--- src/rtl/mem_port_arbiter.sv ---
// Two-requester round-robin arbiter onto a single shared memory port (IDLE/BUSY/DONE).
// Define ARB_TIMEOUT_EN to add the BUSY watchdog and the err_timeout flag.
module mem_port_arbiter #(
    parameter int ADDR_W  = 11,
    parameter int DATA_W  = 8,
    parameter int SIZE_W  = 4,
    parameter int TIMEOUT = 64
) (
    input  logic                clock,
    input  logic                reset,
    input  logic [1:0]          req_oe,
    input  logic [1:0]          req_we,
    input  logic [2*ADDR_W-1:0] req_addr,
    input  logic [2*DATA_W-1:0] req_wdata,
    input  logic [2*SIZE_W-1:0] req_size,
    output logic [2*DATA_W-1:0] req_rdata,
    output logic [1:0]          req_rdy,
    output logic                mem_oe,
    output logic                mem_we,
    output logic [ADDR_W-1:0]   mem_addr,
    output logic [DATA_W-1:0]   mem_wdata,
    output logic [SIZE_W-1:0]   mem_size,
    input  logic [DATA_W-1:0]   mem_rdata,
    input  logic                mem_rdy,
    output logic                err_conflict
`ifdef ARB_TIMEOUT_EN
    ,
    output logic                err_timeout
`endif
);

    localparam logic [1:0] IDLE = 2'd0;
    localparam logic [1:0] BUSY = 2'd1;
    localparam logic [1:0] DONE = 2'd2;

    logic [1:0]        state_reg;
    logic              last_grant_reg;
    logic              grant_reg;
    logic              dir_we_reg;
    logic [ADDR_W-1:0] addr_reg;
    logic [DATA_W-1:0] wdata_reg;
    logic [SIZE_W-1:0] size_reg;
    logic [DATA_W-1:0] rdata_reg;
    logic              err_conflict_reg;

    logic [1:0] valid;
    logic [1:0] conflict;
    logic       grant_any;
    logic       grant_next;

    always_comb begin
        valid      = req_oe ^ req_we;
        conflict   = req_oe & req_we;
        grant_any  = |valid;
        // On a tie the requester not served last wins; otherwise the lone valid one.
        grant_next = (valid == 2'b11) ? ~last_grant_reg : valid[1];
    end

`ifdef ARB_TIMEOUT_EN
    localparam int CNT_W = $clog2(TIMEOUT + 1);
    logic [CNT_W-1:0] busy_cnt_reg;
    logic             err_timeout_reg;
    assign err_timeout = err_timeout_reg;
`else
    logic unused_timeout;
    assign unused_timeout = (TIMEOUT == 0);
`endif

    always_ff @(posedge clock or posedge reset) begin
        if (reset) begin
            state_reg        <= IDLE;
            last_grant_reg   <= 1'b1;
            grant_reg        <= 1'b0;
            dir_we_reg       <= 1'b0;
            addr_reg         <= '0;
            wdata_reg        <= '0;
            size_reg         <= '0;
            rdata_reg        <= '0;
            err_conflict_reg <= 1'b0;
`ifdef ARB_TIMEOUT_EN
            busy_cnt_reg     <= '0;
            err_timeout_reg  <= 1'b0;
`endif
        end else begin
            case (state_reg)
                IDLE: begin
                    if (|conflict) err_conflict_reg <= 1'b1;
                    if (grant_any) begin
                        state_reg      <= BUSY;
                        last_grant_reg <= grant_next;
                        grant_reg      <= grant_next;
                        dir_we_reg     <= req_we[grant_next];
                        addr_reg       <= grant_next ? req_addr[2*ADDR_W-1:ADDR_W]
                                                     : req_addr[ADDR_W-1:0];
                        wdata_reg      <= grant_next ? req_wdata[2*DATA_W-1:DATA_W]
                                                     : req_wdata[DATA_W-1:0];
                        size_reg       <= grant_next ? req_size[2*SIZE_W-1:SIZE_W]
                                                     : req_size[SIZE_W-1:0];
`ifdef ARB_TIMEOUT_EN
                        busy_cnt_reg   <= '0;
`endif
                    end
                end
                BUSY: begin
                    if (mem_rdy) begin
                        state_reg <= DONE;
                        rdata_reg <= dir_we_reg ? '0 : mem_rdata;
`ifdef ARB_TIMEOUT_EN
                    end else if (busy_cnt_reg == CNT_W'(TIMEOUT - 1)) begin
                        state_reg       <= DONE;
                        rdata_reg       <= '0;
                        err_timeout_reg <= 1'b1;
                    end else begin
                        busy_cnt_reg <= busy_cnt_reg + 1'b1;
`endif
                    end
                end
                // One cycle here keeps a still-held, already-served request from re-granting.
                DONE:    state_reg <= IDLE;
                default: state_reg <= IDLE;
            endcase
        end
    end

    assign mem_oe       = (state_reg == BUSY) && !dir_we_reg;
    assign mem_we       = (state_reg == BUSY) && dir_we_reg;
    assign mem_addr     = addr_reg;
    assign mem_wdata    = wdata_reg;
    assign mem_size     = size_reg;
    assign err_conflict = err_conflict_reg;

    generate
        for (genvar gi = 0; gi < 2; gi++) begin : g_resp
            assign req_rdy[gi] = (state_reg == DONE) && (grant_reg == 1'(gi));
            assign req_rdata[gi*DATA_W +: DATA_W] = req_rdy[gi] ? rdata_reg : '0;
        end
    endgenerate

endmodule

--- config.mk ---
export PLATFORM = sky130hd
export DESIGN_NAME = mem_port_arbiter
export DESIGN_NICKNAME = d
export VERILOG_FILES = /design/src/rtl/mem_port_arbiter.sv
export SDC_FILE = /design/constraint.sdc
export NUM_CORES = 1
export LEC_CHECK = 0
export ABC_AREA = 1
export CAP_MARGIN = 20
export CORE_MARGIN = 10
export CORE_UTILIZATION = 43
export CTS_CLUSTER_SIZE = 25
export DETAILED_ROUTE_END_ITERATION = 8
export PLACE_DENSITY = 0.85
export SLEW_MARGIN = 20
export SYNTH_ARGS = -nofsm -noshare
export SYNTH_HDL_FRONTEND = slang
export SYNTH_SLANG_ARGS = --single-unit
--- constraint.sdc ---
create_clock -name clock -period 3.15 [get_ports clock]
set_input_delay 0.4725 -clock clock [delete_from_list [all_inputs] [get_ports clock]]
set_output_delay 0.4725 -clock clock [all_outputs]
set_load 0.01 [all_outputs]
==> results of run 1 <==
cell type report:
cell class	count	share of cell area [%]
Timing Repair Buffer	106	33.1
Sequential cell	37	29.0
Multi-Input combinational cell	181	25.5
Tap cell	54	2.12
Clock buffer	8	2.51
Inverter	65	7.72
cells by family (layout without fill, tap and decap cells):
kind of cell,after synthesis,after routing,synth area share (%)
AOI/OAI and AO/OA,11,11,2.78
adders and majority gates,2,2,1.21
buffers and inverters,77,179,16.0
DFF,37,37,44.7
and+or+nand+nor,168,168,35.3
worst register-to-register path: cells and delay by family (launching register included):
kind             cells  cell delay [ps]
AND/OR/NAND/NOR      5             1050
flip-flops           1              540
layout by cell type (no fill, tap or decap):
| cell | instances |
|---|---|
| clkdlybuf4s50_1 | 104 |
| nand2_1 | 91 |
| inv_1 | 61 |
| nand3_1 | 51 |
| dfrtp_1 | 36 |
| nor2_1 | 20 |
| o21ai_0 | 6 |
| clkbuf_8 | 5 |
| o21ai_1 | 4 |
| nand2_2 | 3 |
| clkbuf_1 | 3 |
| inv_2 | 2 |
| ha_1 | 2 |
| buf_4 | 2 |
| nor2_4 | 1 |
| nor2_8 | 1 |
| inv_4 | 1 |
| nand3_2 | 1 |
| clkinv_1 | 1 |
| o21bai_1 | 1 |
| dfstp_2 | 1 |
routing by layer:
layer / wire length, um / vias to the layer above / global-route usage, %
met5: 0 / - / 0
met4: 59 / 0 / 4.34
met3: 547 / 6 / 5.93
met2: 2850 / 78 / 25.7
met1: 2600 / 918 / 18.3
li1: - / 1079 / -
per-stage QoR:
stage               area [um2]  hold slack (ps)  instances
detailed placement        3110              465        443
CTS                       3190              481        451
global route              3190              492        451
finish                    3190              477        451
floorplan                 2070              449        295
global placement          3110              458        443
power groups by stage:
stage	Combinational [W]	Clock (W)	Sequential (W)
2_1_floorplan	0.000612	0	0.000901
3_3_place_gp	0.00119	0	0.000842
3_5_place_dp	0.00122	0	0.000845
4_1_cts	0.00122	0.000322	0.000844
5_1_grt	0.00135	0.000344	0.000872
6_report	0.00120	0.000316	0.000842
path summary, 6_finish.rpt:
check,startpoint,end
max,state_reg[0],req_rdata[11]
min reg2reg,err_conflict,err_conflict
max in group asynchronous,reset,last_grant_reg
min in group asynchronous,reset,mem_addr[7]
max reg2reg,last_grant_reg,mem_wdata[0]
min,err_conflict,err_conflict
==> flow_summary_export.csv, run 1 <==
group,metric,value,unit
outcome,status,"finished clean",
timing,setup_violations,0,
worst_setup_path,crit_chain,"inv_2 > nand3_1 > nor2_1 > clkdlybuf4s50_1",
pwr,switching_share,39.4,%
floorplanning,io_pins,105,
grt,grt-ovfl-total,0,
logic_synthesis,synth_edf_count,0,
clocking,cts.sinks,37,
pwr,p_sw,0.000930,W
timing,period_needed,2330,ps
floorplanning,placementRows,25,
routing,routed_wl,6060,um
grt,antenna_found_initial,0,
worst_setup_path,cp_max_fo,9,
logic_synthesis,yosysTopAreaCellShare,43.5,%
pwr,p_total,0.00236,W
clocking,cts_max_path_buffers,2,
timing,finalHoldViolCount,0,
grt,track_usage,15.5,%
floorplanning,core_region_area,0.00469,mm2
clocking,numCtsBuffers,5,
pwr,power_frac_comb,50.8,%
clocking,htreeDepth,2,
routing,num_vias,2081,
worst_setup_path,path_depth,4,
finish,nFillCells,419,
finish,antenna_cells,0,
logic_synthesis,synth_cells,295,
pwr,internal_power,0.00143,W
placement,gp_congestion,0.787,
logic_synthesis,synth_top_cells_by_count,"nand2_1, inv_1, nand3_1",
timing,max_freq,430,MHz
floorplanning,fp.dieH,89.4,um
finish,multiInputGateArea,815,um2
routing,ant_nets,0,
pwr,clkPwrFrac,13.4,%
clocking,clk_latency,280,ps
timing,setup_ws,825,ps
clocking,clk_pin_slew_worst_paths,70,ps
routing,wl_per_cell,13.4,um
pwr,powerDensity,738,mW/mm2
timing,fin_worst_skew,2.48,ps
routing,drc,0,
logic_synthesis,synth-async-reset-ratio,100,%
logic_synthesis,synth-main-ff-cell,"dfrtp_1",
grt,grt_pass1_wl,9690,um
worst_setup_path,crit_type,"flop to output port",
placement,hpwl,4690,um
clocking,cts_hold_buf,0,
worst_setup_path,critical_path.n_buffers_inverters,2,
timing,tightestPinTransition,677,ps
logic_synthesis,yosys_register_bits,37,
min_path,worstHoldPathCells,1,
placement,place.port_buffers,104,
timing,slew_headroom,54.8,%
timing,setup_tns,0,ps
routing,via_per_inst,4.61,
logic_synthesis,yosysUniqueCellTypes,20,
logic_synthesis,yosysWarnings,0,
finish,largest_reg_flops,11,
pwr,p_leak,1.66,nW
worst_setup_path,cp-end-kind,"output port",
clocking,postCtsSetupRepairBufs,0,
logic_synthesis,synth_area,0.00207,mm2
floorplanning,dieWidth,89.4,um
grt,grt_max_degree,27,
worst_setup_path,worst_r2r_path_depth,5,
finish,utilization,68.0,%
finish,layout.nets,459,
logic_synthesis,ys_seq_area_share,44.7,%
flow_run,maxCapViolCount,0,
worst_setup_path,cp-start-kind,"flop",
logic_synthesis,yosysMostFrequentCell,"nand2_1",
routing,first_pass_iters,4,
timing,rsz0062_at_grt,"no",
floorplanning,die-area,0.00800,mm2
logic_synthesis,synthTopCellsByArea,"dfrtp_1, nand2_1, nand3_1",
logic_synthesis,synth_largest_area_cell,"dfrtp_1",
clocking,cts_resized,0,
finish,drive_above_1_share,4.28,%
routing,drt_iter0_markers,92,
grt,grt_pass1_vias,2070,
finish,register_area,927,um2
worst_setup_path,reg2reg_slack,1450,ps
worst_setup_path,crit_path_top_delay_cell,"clkdlybuf4s50_1",
floorplanning,initial_core_util,44.2,%
pwr,power_frac_seq,35.7,%
timing,fin_crit_sh,73.8,%
clocking,root_buffer,"clkbuf_8",
placement,place_ws,687,ps
worst_setup_path,cp.required,2680,ps
finish,syn2layout_area_growth,54.0,%
worst_setup_path,critPathTopFamily,"buffers and inverters",
worst_setup_path,worstPathArrival,1850,ps
worst_setup_path,critPathMaxStageDelay,570,ps
clocking,cts_tree,"done",
pwr,peakVddDrop,345,uV
logic_synthesis,syn_nets,358,
logic_synthesis,syn_area_per_cell,7.03,um2
min_path,hold_path.class,"flop to flop",
timing,maxSlewViolCount,0,
(Power assumes the default switching activity.)
==> run 2: changes to the inputs <==
CORE_UTILIZATION = 40   (was 43)
PLACE_DENSITY = 0.8   (was 0.85)
clock period = 2.14 ns   (was 3.15 ns; I/O delays follow)
==> run 2 against run 1 <==
Clock power increased by 130%. First-iteration DRC count is 27% lower. Combinational power increased by 53%. Flip-flop and latch count is the same. Die area increased by 5.8%. Cell area rose by 4.4%. Sequential share of layout area decreased by 1.2 points. Cell count increased by 4.7%. Worst hold slack worse by 46 ps. Sequential power rose by 48%. Via count grew 2.1%. Non-clock buffer count increased by 5. Critical path type unchanged.
==> flow_summary_export.csv, run 2 (same netlist as run 1, synthesis figures left out) <==
group,metric,value,unit
outcome,status,"finished clean",
routing,first_pass_iters,5,
placement,gp_congestion,0.753,
routing,via_per_inst,4.50,
routing,drt_iter0_markers,67,
worst_setup_path,cp_max_fo,9,
worst_setup_path,critPathMaxStageDelay,560,ps
grt,antenna_found_initial,0,
timing,finalHoldViolCount,0,
finish,largest_reg_flops,11,
grt,grt-ovfl-total,0,
floorplanning,initial_core_util,40.9,%
worst_setup_path,cp-end-kind,"output port",
placement,place_ws,172,ps
worst_setup_path,critical_path.n_buffers_inverters,2,
timing,maxSlewViolCount,0,
finish,layout_common_cells,"clkdlybuf4s50_1, nand2_1, inv_1",
clocking,htreeDepth,2,
timing,period_needed,2020,ps
min_path,hold_path.class,"primary input to async pin",
worst_setup_path,cp-start-kind,"flop",
finish,multiInputGateArea,832,um2
worst_setup_path,crit_path_top_delay_cell,"clkdlybuf4s50_1",
finish,stdcell_count,472,
grt,track_usage,15.0,%
grt,grt_max_degree,38,
finish,syn2layout_area_growth,60.8,%
clocking,cts.sinks,37,
finish,drive_above_1_share,6.72,%
worst_setup_path,critPathTopFamily,"buffers and inverters",
routing,wl_per_cell,13.5,um
placement,place.port_buffers,104,
timing,setup_ws,116,ps
pwr,p_leak,1.72,nW
timing,fin_worst_skew,2.41,ps
grt,grt_pass1_vias,2131,
pwr,peakVddDrop,532,uV
worst_setup_path,crit_chain,"inv_2 > nand3_2 > nor2_1 > clkdlybuf4s50_1",
finish,final_common_cell,"clkdlybuf4s50_1",
clocking,root_buffer,"clkbuf_8",
floorplanning,core_region_area,0.00507,mm2
finish,layout.nets,464,
clocking,numCtsBuffers,5,
clocking,postCtsSetupRepairBufs,0,
placement,placed_cells,464,
timing,fin_crit_sh,94.6,%
routing,routed_wl,6360,um
floorplanning,die-area,0.00846,mm2
grt,grt_pass1_wl,10500,um
flow_run,maxCapViolCount,0,
clocking,cts_tree,"done",
floorplanning,placementRows,26,
routing,ant_nets,0,
routing,num_vias,2125,
timing,rsz0062_at_grt,"no",
floorplanning,fp.dieH,92.0,um
placement,hpwl,5010,um
timing,max_freq,494,MHz
finish,nFillCells,452,
finish,antenna_cells,0,
worst_setup_path,cp.required,1820,ps
clocking,cts_hold_buf,0,
finish,register_area,927,um2
worst_setup_path,r2r-start,"state_reg[0]",
worst_setup_path,crit_type,"flop to output port",
clocking,clk_pin_slew_worst_paths,80,ps
worst_setup_path,worstPathArrival,1700,ps
timing,slew_headroom,68.9,%
clocking,cts_max_path_buffers,2,
timing,setup_tns,0,ps
timing,setup_violations,0,
routing,drc,0,
floorplanning,dieWidth,92.0,um
worst_setup_path,crit_path_start,"state_reg[0]",
floorplanning,io_pins,105,
timing,tightestPinTransition,466,ps
pwr,powerDensity,1140,mW/mm2
clocking,clk_latency,290,ps
-- run 2: changes by cell type in the layout (fill, tap and decap cells not counted), sizes merged --
cell,before,now
clkinv,1,2
buf,2,7
bufinv,0,2
clkbuf,8,5
-- run 2: worst paths after layout --
check                            endpoint  slack (ps)  depth (start not counted)
max reg2reg                  mem_wdata[5]         780                          6
min in group clock           err_conflict         470                          1
min reg2reg                  err_conflict         470                          1
max                         req_rdata[10]         120                          4
max in group asynchronous  last_grant_reg        1360                          3
min                           mem_addr[0]         430                          3
-- run 2: area by class of cell --
cell class / instances / area share, %
clock buffer: 5 / 2.06
clock inverter: 3 / 1.95
inverter: 65 / 7.39
multi-input combinational: 181 / 25.0
sequential: 37 / 27.8
tap: 70 / 2.63
timing repair buffer: 111 / 33.2
-- run 2: repair_timing --
action | in CTS | in global routing
gates cloned | 0 | 0
resized for setup | 2 | 1
endpoints found under the setup margin | 12 | 3
hold endpoints to repair | 0 | 0
-- run 2: worst register-to-register path, stage by stage (launching register included) --
cell	delay, ps
dfrtp_1	430
inv_2	120
nand2_2	120
nor2_8	210
buf_4	260
nand3_1	110
nand2_1	60
-- run 2: through the flow --
step / total power [W] / hold slack (ps) / util (%) / cell area (um2)
2_1_floorplan: 0.00223 / 429 / - / 2070
3_3_place_gp: 0.00305 / 463 / 62.7 / 3180
5_1_grt: 0.00412 / 472 / 65.7 / 3330
6_report: 0.00381 / 432 / 65.7 / 3330
3_5_place_dp: 0.00310 / 462 / 62.7 / 3180
4_1_cts: 0.00385 / 453 / 65.5 / 3330
-- run 2: power by group --
part	switching, W	internal [W]
sequential	0.000202	0.00104
combinational	0.000965	0.000873
clock	0.000261	0.000463
-- run 2: metal layers --
metal,up-vias,share of wire (%),track usage (%)
li1,1092,-,-
met1,936,42,17.5
met2,90,46,23.9
met3,7,11,7.74
met4,0,0.93,3.21
met5,-,0,0
